File: src/rtl/escape_host.sv
// rtl/escape_host.sv - escape-room quiz host: asks questions, judges answers, tracks lives and score

module escape_host #(
    parameter int NUM_Q   = 6,
    parameter int TIMEOUT = 16,
    parameter int LIVES   = 3
) (
    input  logic       clk,
    input  logic       reset,
    input  logic       start,
    input  logic       ans_valid,
    input  logic [1:0] ans_data,
    output logic       ans_ready,
    output logic [2:0] q_idx,
    output logic       q_valid,
    output logic [1:0] lives,
    output logic [3:0] score,
    output logic       busy,
    output logic       solved,
    output logic       failed
);

    typedef enum logic [2:0] {
        S_IDLE,
        S_ASK,
        S_JUDGE,
        S_SOLVED,
        S_FAILED
    } state_t;

    // Bit i holds the correct answer to question i (q0 in bit 0).
    localparam logic [7:0] KEY        = 8'b0100_1101;
    localparam logic [2:0] LAST_Q     = 3'(NUM_Q - 1);
    localparam logic [7:0] LAST_T     = 8'(TIMEOUT - 1);
    localparam logic [1:0] FULL_LIVES = 2'(LIVES);

    state_t      r_state, w_state;
    logic [2:0]  r_q_idx, w_q_idx;
    logic [1:0]  r_lives, w_lives;
    logic [3:0]  r_score, w_score;
    logic [7:0]  r_timer, w_timer;
    logic        r_miss, w_miss;
    logic [1:0]  r_ans, w_ans;
    logic        w_handshake;
    logic        w_correct;

    always_ff @(posedge clk) begin
        if (reset) begin
            r_state <= S_IDLE;
            r_q_idx <= 3'd0;
            r_lives <= FULL_LIVES;
            r_score <= 4'd0;
            r_timer <= 8'd0;
            r_miss  <= 1'b0;
            r_ans   <= 2'd0;
        end else begin
            r_state <= w_state;
            r_q_idx <= w_q_idx;
            r_lives <= w_lives;
            r_score <= w_score;
            r_timer <= w_timer;
            r_miss  <= w_miss;
            r_ans   <= w_ans;
        end
    end

    always_comb begin
        w_state     = r_state;
        w_q_idx     = r_q_idx;
        w_lives     = r_lives;
        w_score     = r_score;
        w_timer     = r_timer;
        w_miss      = r_miss;
        w_ans       = r_ans;
        w_handshake = (r_state == S_ASK) && ans_valid;
        w_correct   = !r_miss && (r_ans == {1'b0, KEY[r_q_idx]});

        unique case (r_state)
            S_IDLE, S_SOLVED, S_FAILED: begin
                if (start) begin
                    w_state = S_ASK;
                    w_q_idx = 3'd0;
                    w_lives = FULL_LIVES;
                    w_score = 4'd0;
                    w_timer = 8'd0;
                end
            end
            S_ASK: begin
                w_timer = r_timer + 8'd1;
                // A handshake on the last allowed cycle still counts as an answer.
                if (w_handshake) begin
                    w_ans   = ans_data;
                    w_miss  = 1'b0;
                    w_state = S_JUDGE;
                end else if (r_timer == LAST_T) begin
                    w_miss  = 1'b1;
                    w_state = S_JUDGE;
                end
            end
            S_JUDGE: begin
                if (w_correct) begin
                    w_score = (r_score == 4'd15) ? r_score : r_score + 4'd1;
                    if (r_q_idx == LAST_Q) begin
                        w_state = S_SOLVED;
                    end else begin
                        w_q_idx = r_q_idx + 3'd1;
                        w_timer = 8'd0;
                        w_state = S_ASK;
                    end
                end else begin
                    w_lives = (r_lives == 2'd0) ? 2'd0 : r_lives - 2'd1;
                    if (r_lives <= 2'd1) begin
                        w_state = S_FAILED;
                    end else begin
                        w_timer = 8'd0;
                        w_state = S_ASK;
                    end
                end
            end
            default: w_state = S_IDLE;
        endcase
    end

    assign ans_ready = (r_state == S_ASK);
    assign q_valid   = (r_state == S_ASK);
    assign busy      = (r_state == S_ASK) || (r_state == S_JUDGE);
    assign solved    = (r_state == S_SOLVED);
    assign failed    = (r_state == S_FAILED);
    assign q_idx     = r_q_idx;
    assign lives     = r_lives;
    assign score     = r_score;

endmodule

File: config.mk
export PLATFORM = sky130hd
export DESIGN_NAME = escape_host
export DESIGN_NICKNAME = d
export VERILOG_FILES = /design/src/rtl/escape_host.sv
export SDC_FILE = /design/constraint.sdc
export NUM_CORES = 1
export LEC_CHECK = 0
export CAP_MARGIN = 20
export CORE_AREA = 2 2 50 56
export CTS_CLUSTER_DIAMETER = 40
export DETAILED_ROUTE_END_ITERATION = 10
export DIE_AREA = 0 0 52 58
export DONT_BUFFER_PORTS = 1
export PLACE_DENSITY = 0.71
export SYNTH_ARGS = -nofsm -noshare
export SYNTH_HDL_FRONTEND = slang
export SYNTH_SLANG_ARGS = --single-unit
File: constraint.sdc
create_clock -name clk -period 1.67 [get_ports clk]
set_clock_uncertainty 0.05 [all_clocks]
set_input_delay 0.2505 -clock clk [delete_from_list [all_inputs] [get_ports clk]]
set_output_delay 0.2505 -clock clk [all_outputs]
set_load 0.02 [all_outputs]
# Yosys cells after proc, flatten, opt, wreduce, memory -nomap -nowiden
# Memories as Yosys holds them, arrays and structs flattened. A register that Yosys moved wholly into a read port is not among the register bits.
# Cells that the tools add are included.
dict set report op_classes {
  addsub 4
  mul 0
  div 0
  magnitude_cmp 2
  n_eq_ne 16
  shift 0
  mux 29
  bitwise 0
  reduce_logical 17
}
# operator count
set op_table {}
lappend op_table {{2-to-1 mux 8 bit} 4}
lappend op_table {{2-to-1 mux 3 bit} 10}
lappend op_table {{one-hot mux 8 bit (3 select lines)} 1}
lappend op_table {{2-to-1 mux 4 bit} 3}
lappend op_table {{AND reduction 4 bit} 3}
lappend op_table {{!= test 2 bit (second input constant)} 5}
lappend op_table {{one-hot mux 3 bit (3 select lines)} 1}
lappend op_table {{adder 8 x 1 -> 8 bit (second input constant)} 1}
lappend op_table {{equality test 8 x 4 -> 1 bit (second input constant)} 1}
lappend op_table {{2-to-1 mux 2 bit} 4}
lappend op_table {{one-hot mux 4 bit (2 select lines)} 1}
lappend op_table {{equality test 3 x 2 -> 1 bit (second input constant)} 2}
lappend op_table {{equality test 3 bit (second input constant)} 2}
lappend op_table {{!= test 3 bit (second input constant)} 2}
lappend op_table {{one-hot mux 3 bit (2 select lines)} 1}
lappend op_table {{AND reduction 2 bit} 3}
lappend op_table {{adder 4 x 1 -> 4 bit (second input constant)} 1}
lappend op_table {{equality test 4 bit (second input constant)} 1}
lappend op_table {{< comparator 3 x 4 -> 1 bit (second input constant)} 1}
lappend op_table {{one-hot mux 2 bit (2 select lines)} 1}
lappend op_table {{nonzero test 2 bit} 2}
lappend op_table {{adder 3 x 1 -> 3 bit (second input constant)} 1}
lappend op_table {{equality test 3 x 1 -> 1 bit (second input constant)} 1}
lappend op_table {{zero test 3 bit} 1}
lappend op_table {{other kinds (12)} 15}
dict set report totals {
  regBits 23
  latch_bits 0
  ram_bits 0
  mem_bits_ro 8
  inputBits 6
  output_inout_bits 14
  wordCells 76
  memories 1
}
# memory depth width read_ports rd_clocked_by_memory_dff write_ports line_no
set mem_list {}
lappend mem_list {{(name not given)} 8 1 1 1 0 76} ;# w_correct = !r_miss && (r_ans == {1'b0, KEY[r_q_idx]});

# Depth between registers and ports, before layout
# Gate-level depths: netlist (run 1).
dict set report logic_depth {
  depth_word 8
  ltp_mapped 8
  depth_no_buf 7
}

# Worst setup path before layout (run 1)
# OpenSTA, ideal clock, no wires.
dict set report synth_path {
  path_kind {flip-flop to flip-flop}
  startpoint {register r_q_idx[0] (netlist: q_idx[0])}
  endpoint {register r_timer[7]}
  arrival_time_ps 1778
  t_required_ps 1529
  setup_slack_ps -249
  path_stages_with_launch 7
  n_path_buf 0
  period_less_slack_ps 1919
  path_cell_list {dfxtp_1 -> ha_1 -> nand2_1 -> or3_1 -> a21oi_1 -> nor2_1 -> a311oi_1}
}
dict set report synth_via {
  elab_chain_cells 3
}
# item line_no
set synth_rtl {}
lappend synth_rtl {{from (decl)} 38} ;# logic [2:0] r_q_idx, w_q_idx;
lappend synth_rtl {{from (signal assigned)} 58} ;# r_q_idx <= w_q_idx;
lappend synth_rtl {{equality test 3 bit} 103} ;# if (r_q_idx == LAST_Q) begin
lappend synth_rtl {{!= test 3 bit (no source line)} n/a}
lappend synth_rtl {{AND reduction 4 bit (no source line)} n/a}
lappend synth_rtl {{to (signal assigned)} 61} ;# r_timer <= w_timer;
lappend synth_rtl {{to (decl)} 41} ;# logic [7:0] r_timer, w_timer;
# Every way passes these cells.
# A chain may end at the register's enable or synchronous reset.

==> metrics.csv, run 1 <==
metric,value,unit
p_switching,0.000562,W
worst_pin_slew,0.699,ns
min_period_over_period,113,%
setup_violations,8,
grtUsageTotal,25.2,%
netlist-cell-type-count,44,
dp_hpwl,2440,µm
synth_edf_count,0,
ys_warn_count,0,
hold_path_class,in -> reg,
final_antenna_net_count,0,
rr_worst_depth,5,
multi_input_area,888,µm²
row_count,19,
gp_congestion,0.819,
synth_fp_nets,165,
cts_buffers,3,
hold_viol_final,0,
fillers,178,
die_area,3020,µm²
worstSetupStartpointType,flip-flop,
crit_type,reg -> reg,
status,"finished, violations left",
layout.cells.non_filler,226,
clock_latency,0.32,ns
critPathMaxStageDelay,0.42,ns
synth_cells,155,
regArea,487,µm²
placed_cell_area,1560,µm²
hp-start,ans_data[1],
drc_errors,0,
fin_setup_tns,-0.496,ns
grt_pass1_wl,5780,µm
p_leak,0.763,nW
period_needed,1.89,ns
syn_area,1290,µm²
drtPass1Iterations,4,
path_clk_slew,0.14,ns
grt_pass1_vias,1317,
p_comb_share,40.8,%
crit_family,simple AND/OR/NAND/NOR gates,
hold-path-endpoint,r_ans[1],
cts_tree,built,
numClockSinks,24,
post_drt_via_cell_ratio,5.90,
vdd_drop_max,0.000652,V
cpMaxStageDelayCell,or3b_4,
die_w,52,µm
seq_power_share,42.3,%
drive_gt1_share,41.0,%
insertedDiodeCount,0,
synth_ff_type,dfxtp_1,
post-place-ws,-0.138,ns
grt_max_degree,15,
ios,20,
p_per_area,855,nW/µm²
cp_cell_sequence,"or3b_4, a31oi_4, nor3b_2, or3_4, maj3_2",
clockBufferDepth,2,
drv_cap,0,
slew_viol_final,0,
antenna_found_initial,0,
grt_overflow,0,
relSlewSlack,53.2,%
total_power,0.00154,W
holdPathStages,2,
endpoint_kind,flip-flop,
dp_cells,212,
fin_ws,-0.221,ns
crit_fanout,5,
wl,3760,µm
fmax,0.529,GHz
crit_buf_inv,0,
crit_start,r_state[1],
pwr-share-clk,16.9,%
cts_max_level,1,
async_flop_share,0,%
cp.required,1.85,ns
port_buffers,0,
die_h,58,µm
start_util,52.8,%
violations,negative setup slack,
syn2layout_area_growth,39.6,%
ys_seq_area_share,37.2,%
arrival,2.07,ns
core,2450,µm²
synth_area_per_cell,8.34,µm²
p_sw_share,36.5,%
synth_seq_cells,24,
p_int,0.000980,W
fin_nets,207,
avgRoutedWirePerCell,16.6,µm
rr_startpoint,r_state[1],
first_iter_violations,37,
rrSetupSlack,-0.22,ns
rsz0062_at_grt,yes,
fin_area,1800,µm²
clock-root-buffer,clkbuf_4,
vias,1334,
## cell type report
cell class | count | area share [%]
clock buffer | 3 | 1.25
inverter | 6 | 1.39
multi-input combinational | 118 | 49.2
sequential | 24 | 27.0
tap | 31 | 2.15
timing repair buffer | 44 | 19.0
## power by group through the flow
| stage | registers (W) | clock network (W) | logic, W |
|---|---|---|---|
| after floorplan | 0.000659 | 0 | 0.000350 |
| after global placement | 0.000656 | 0 | 0.000489 |
| after detailed placement | 0.000659 | 0 | 0.000504 |
| after CTS | 0.000649 | 0.000258 | 0.000579 |
| after global routing | 0.000657 | 0.000278 | 0.000667 |
| final | 0.000652 | 0.000261 | 0.000630 |
## logic make-up (layout without fill, tap and decap cells)
family,Yosys count,count (layout),synth area share [%]
AO/OA/AOI/OAI,48,48,25.0
XOR/XNOR,6,6,4.07
adder cells (fa/ha/maj),5,5,4.74
buffers and inverters,13,53,4.74
flip-flops,24,24,37.2
multiplexers,1,1,0.774
AND/OR/NAND/NOR,58,58,23.5
## sequential cells by signal, indices dropped and copies added (netlist names), named ones only
signal / cells
lives: 2
q_idx: 3
r_ans: 2
r_miss: 1
r_state: 3
r_timer: 8
score: 4
## timing repair
action	in CTS	in global routing
endpoints found under the hold margin	14	0
gates resized for setup	16	19
hold buffers	2	0
buffers inserted	6	3
pin swaps	6	10
setup endpoints to repair	18	20
cloned	0	0
## per-stage QoR
| step | hold WS [ns] | util (%) |
|---|---|---|
| 2_1_floorplan | 0.297 | - |
| 3_3_place_gp | 0.265 | 63.7 |
| 3_5_place_dp | 0.266 | 63.7 |
| 4_1_cts | 0.0131 | 69.6 |
| 5_1_grt | 0.0274 | 73.7 |
| 6_report | 0.0154 | 73.7 |
## cell usage after synthesis, drive strengths merged, types with 2 or more instances
library cell	count	area (µm²)
dfxtp	24	480
and2	3	18.8
xor2	2	17.5
a211oi	4	30.0
a22oi	2	20.0
nor3b	3	27.5
nor2	13	48.8
o21ai	9	45.0
nand3	8	40.0
nand2b	2	12.5
inv	5	18.8
xnor2	4	35.0
nor3	5	25.0
a311oi	2	17.5
ha	4	50.1
a21oi	16	80.1
or3	2	12.5
nand2	11	41.3
or2	2	12.5
buf	4	27.5
a31oi	5	37.5
nor2b	2	12.5
clkbuf	3	11.3
o21bai	3	22.5
and3	3	18.8
## how the worst max path moves through the flow
| stage | to | slack (ns) | depth (start not counted) |
|---|---|---|---|
| 2_1_floorplan | flip-flop | -0.15 | 6 |
| 3_3_place_gp | flip-flop | -0.08 | 5 |
| 3_5_place_dp | flip-flop | -0.14 | 5 |
| 4_1_cts | flip-flop | -0.13 | 5 |
| 5_1_grt | flip-flop | -0.25 | 5 |
| 6_report | flip-flop | -0.22 | 5 |
## metal layers
metal	wire length, µm	GRT usage (%)
met3	131	3.61
met1	1510	29.4
met4	126	12.4
met5	0	0
met2	1990	44.3
## placed cells by master, fill, tap and decap left out, types with 5 or more instances in the layout
cell type	count
a21oi_1	15
nor2_1	11
nand3_1	8
nand2_1	9
dfxtp_1	19
dfxtp_2	5
buf_4	41
o21ai_0	7
Power figures use the tool's default switching activity.
==> inputs of run 2 (changes only) <==
Settings changed: CORE_AREA 2 2 50 56 to 2 2 51 58, DIE_AREA 0 0 52 58 to 0 0 53 60, PLACE_DENSITY 0.71 to default, SLEW_MARGIN from default to 30.
Clock period 1.67 ns to 1.9 ns, I/O delays scaled along.
==> run 2 against run 1 <==
  * The run now ends clean
  * Setup slack improved by 0.29 ns
  * Clock power is 17% lower
  * Core utilization is 14 points lower
  * Non-clock buffer count decreased by 18
  * Flip-flop and latch count is the same
  * Highest routed layer unchanged
  * Design area fell by 13%
  * Sequential power down 12%
  * Register-to-register slack improved by 0.29 ns
  * Largest cell class unchanged
  * Cell count fell by 7.1%
  * Die area rose by 5.4%
==> metrics.csv, run 2 (synthesized netlist as in run 1, its figures left out) <==
metric,value,unit
crit_type,reg -> reg,
p_switching,0.000438,W
drtPass1Iterations,4,
largest_reg_flops,8,
slew_viol_final,0,
post_drt_via_cell_ratio,5.86,
placed_cell_area,1450,µm²
top_register,r_timer,
numClockSinks,24,
pwr-share-clk,17.2,%
setup_violations,0,
layout_common_cells,"21 x buf_4, 20 x dfxtp_1, 15 x a21oi_1",
p_sw_share,34.7,%
rsz0062_at_grt,no,
fillers,246,
final_antenna_net_count,0,
post-place-ws,0.0635,ns
path_clk_slew,0.13,ns
final_common_cell,buf_4,
start_util,49.2,%
dp_hpwl,2340,µm
grt_overflow,0,
insertedDiodeCount,0,
p_leak,0.647,nW
antenna_found_initial,0,
relSlewSlack,64.1,%
rrSetupSlack,0.07,ns
cts_tree,built,
crit_start,r_state[2],
min_period_over_period,96.3,%
die_h,60,µm
fin_ws,0.0705,ns
gp_congestion,0.860,
p_per_area,806,nW/µm²
hold_viol_final,0,
core,2630,µm²
first_iter_violations,21,
row_count,20,
worstSetupStartpointType,flip-flop,
die_w,53,µm
fmax,0.547,GHz
grt_pass1_vias,1205,
worst_pin_slew,0.537,ns
endpoint_kind,flip-flop,
p_comb_share,37.4,%
vias,1230,
wl,3220,µm
grtUsageTotal,21.3,%
drc_errors,0,
period_needed,1.83,ns
status,finished clean,
p_int,0.000823,W
hold_path_class,in -> reg,
cts_max_level,1,
drv_cap,0,
avgRoutedWirePerCell,15.3,µm
die_area,3180,µm²
rr_startpoint,r_state[2],
drive_gt1_share,23.7,%
port_buffers,0,
crit_fanout,5,
syn2layout_area_growth,21.0,%
holdPathStages,2,
rr_worst_depth,5,
cts_buffers,3,
vdd_drop_max,0.000557,V
fin_area,1560,µm²
grt_pass1_wl,5010,µm
arrival,1.98,ns
seq_power_share,45.4,%
clockBufferDepth,2,
fin_nets,189,
clock_latency,0.30,ns
clock-root-buffer,clkbuf_4,
cp.required,2.05,ns
grt_max_degree,14,
ios,20,
fin_setup_tns,0,ns
-- run 2: cell count changes in the layout (fill, tap and decap cells not counted), sizes merged --
| cell | previous run | this run |
|---|---|---|
| clkbuf | 3 | 4 |
| buf | 42 | 22 |
| dlygate4sd3 | 2 | 3 |
-- run 2: timing repair --
action	CTS	global route
hold buffers	1	2
resized for setup	4	8
pin swaps	0	0
setup buffers	0	1
gates cloned	0	1
setup endpoints to repair	1	6
endpoints found under the hold margin	13	2
-- run 2: power by group through the flow --
| stage | Combinational, W | Sequential (W) | Clock (W) |
|---|---|---|---|
| after floorplan | 0.000282 | 0.000577 | 0 |
| after global placement | 0.000391 | 0.000582 | 0 |
| after detailed placement | 0.000400 | 0.000584 | 0 |
| after CTS | 0.000414 | 0.000573 | 0.000226 |
| after global routing | 0.000506 | 0.000578 | 0.000250 |
| final | 0.000471 | 0.000573 | 0.000217 |
-- run 2: worst min path at each step --
stage	slack [ns]	start	to
after global placement	0.31	reset	r_ans[0]
final	0.07	ans_data[1]	r_ans[1]
after floorplan	0.33	ans_valid	r_miss
after CTS	0.004	reset	q_idx[1]
after detailed placement	0.31	reset	score[1]
after global routing	0.04	ans_data[1]	r_ans[1]
-- run 2: per-stage QoR --
step	util (%)	hold slack [ns]	power (W)	instances
after global routing	59.5	0.0421	0.00133	210
final	59.5	0.0662	0.00126	210
after CTS	56.8	0.00356	0.00121	206
after detailed placement	55.3	0.310	0.000983	202
after floorplan	-	0.332	0.000860	155
after global placement	55.3	0.307	0.000973	202
-- run 2: worst max-delay path, stage by stage (launching register included) --
cell	delay [ns]
dfxtp_4	0.39
or3b_4	0.40
a31oi_2	0.17
nor3b_1	0.06
or3_1	0.34
maj3_2	0.31
-- run 2: routing by layer --
layer / vias to the layer above / share of wire [%] / wire length (µm) / global-route usage, %
met5: - / 0 / 0 / 0
met3: 6 / 3.6 / 117 / 3.25
met2: 24 / 54 / 1750 / 39.5
met1: 589 / 40 / 1300 / 23.1
met4: 0 / 1.7 / 56 / 10.6
li1: 611 / - / - / -
-- run 2: cell type report --
class                           instances  area [µm²]  area share, %
Inverter                                6        22.5           1.44
Clock buffer                            3        22.5           1.44
Sequential cell                        24         488           31.2
Timing Repair Buffer                   26         228           14.6
Tap cell                               33        41.3           2.64
Multi-Input combinational cell        118         762           48.7
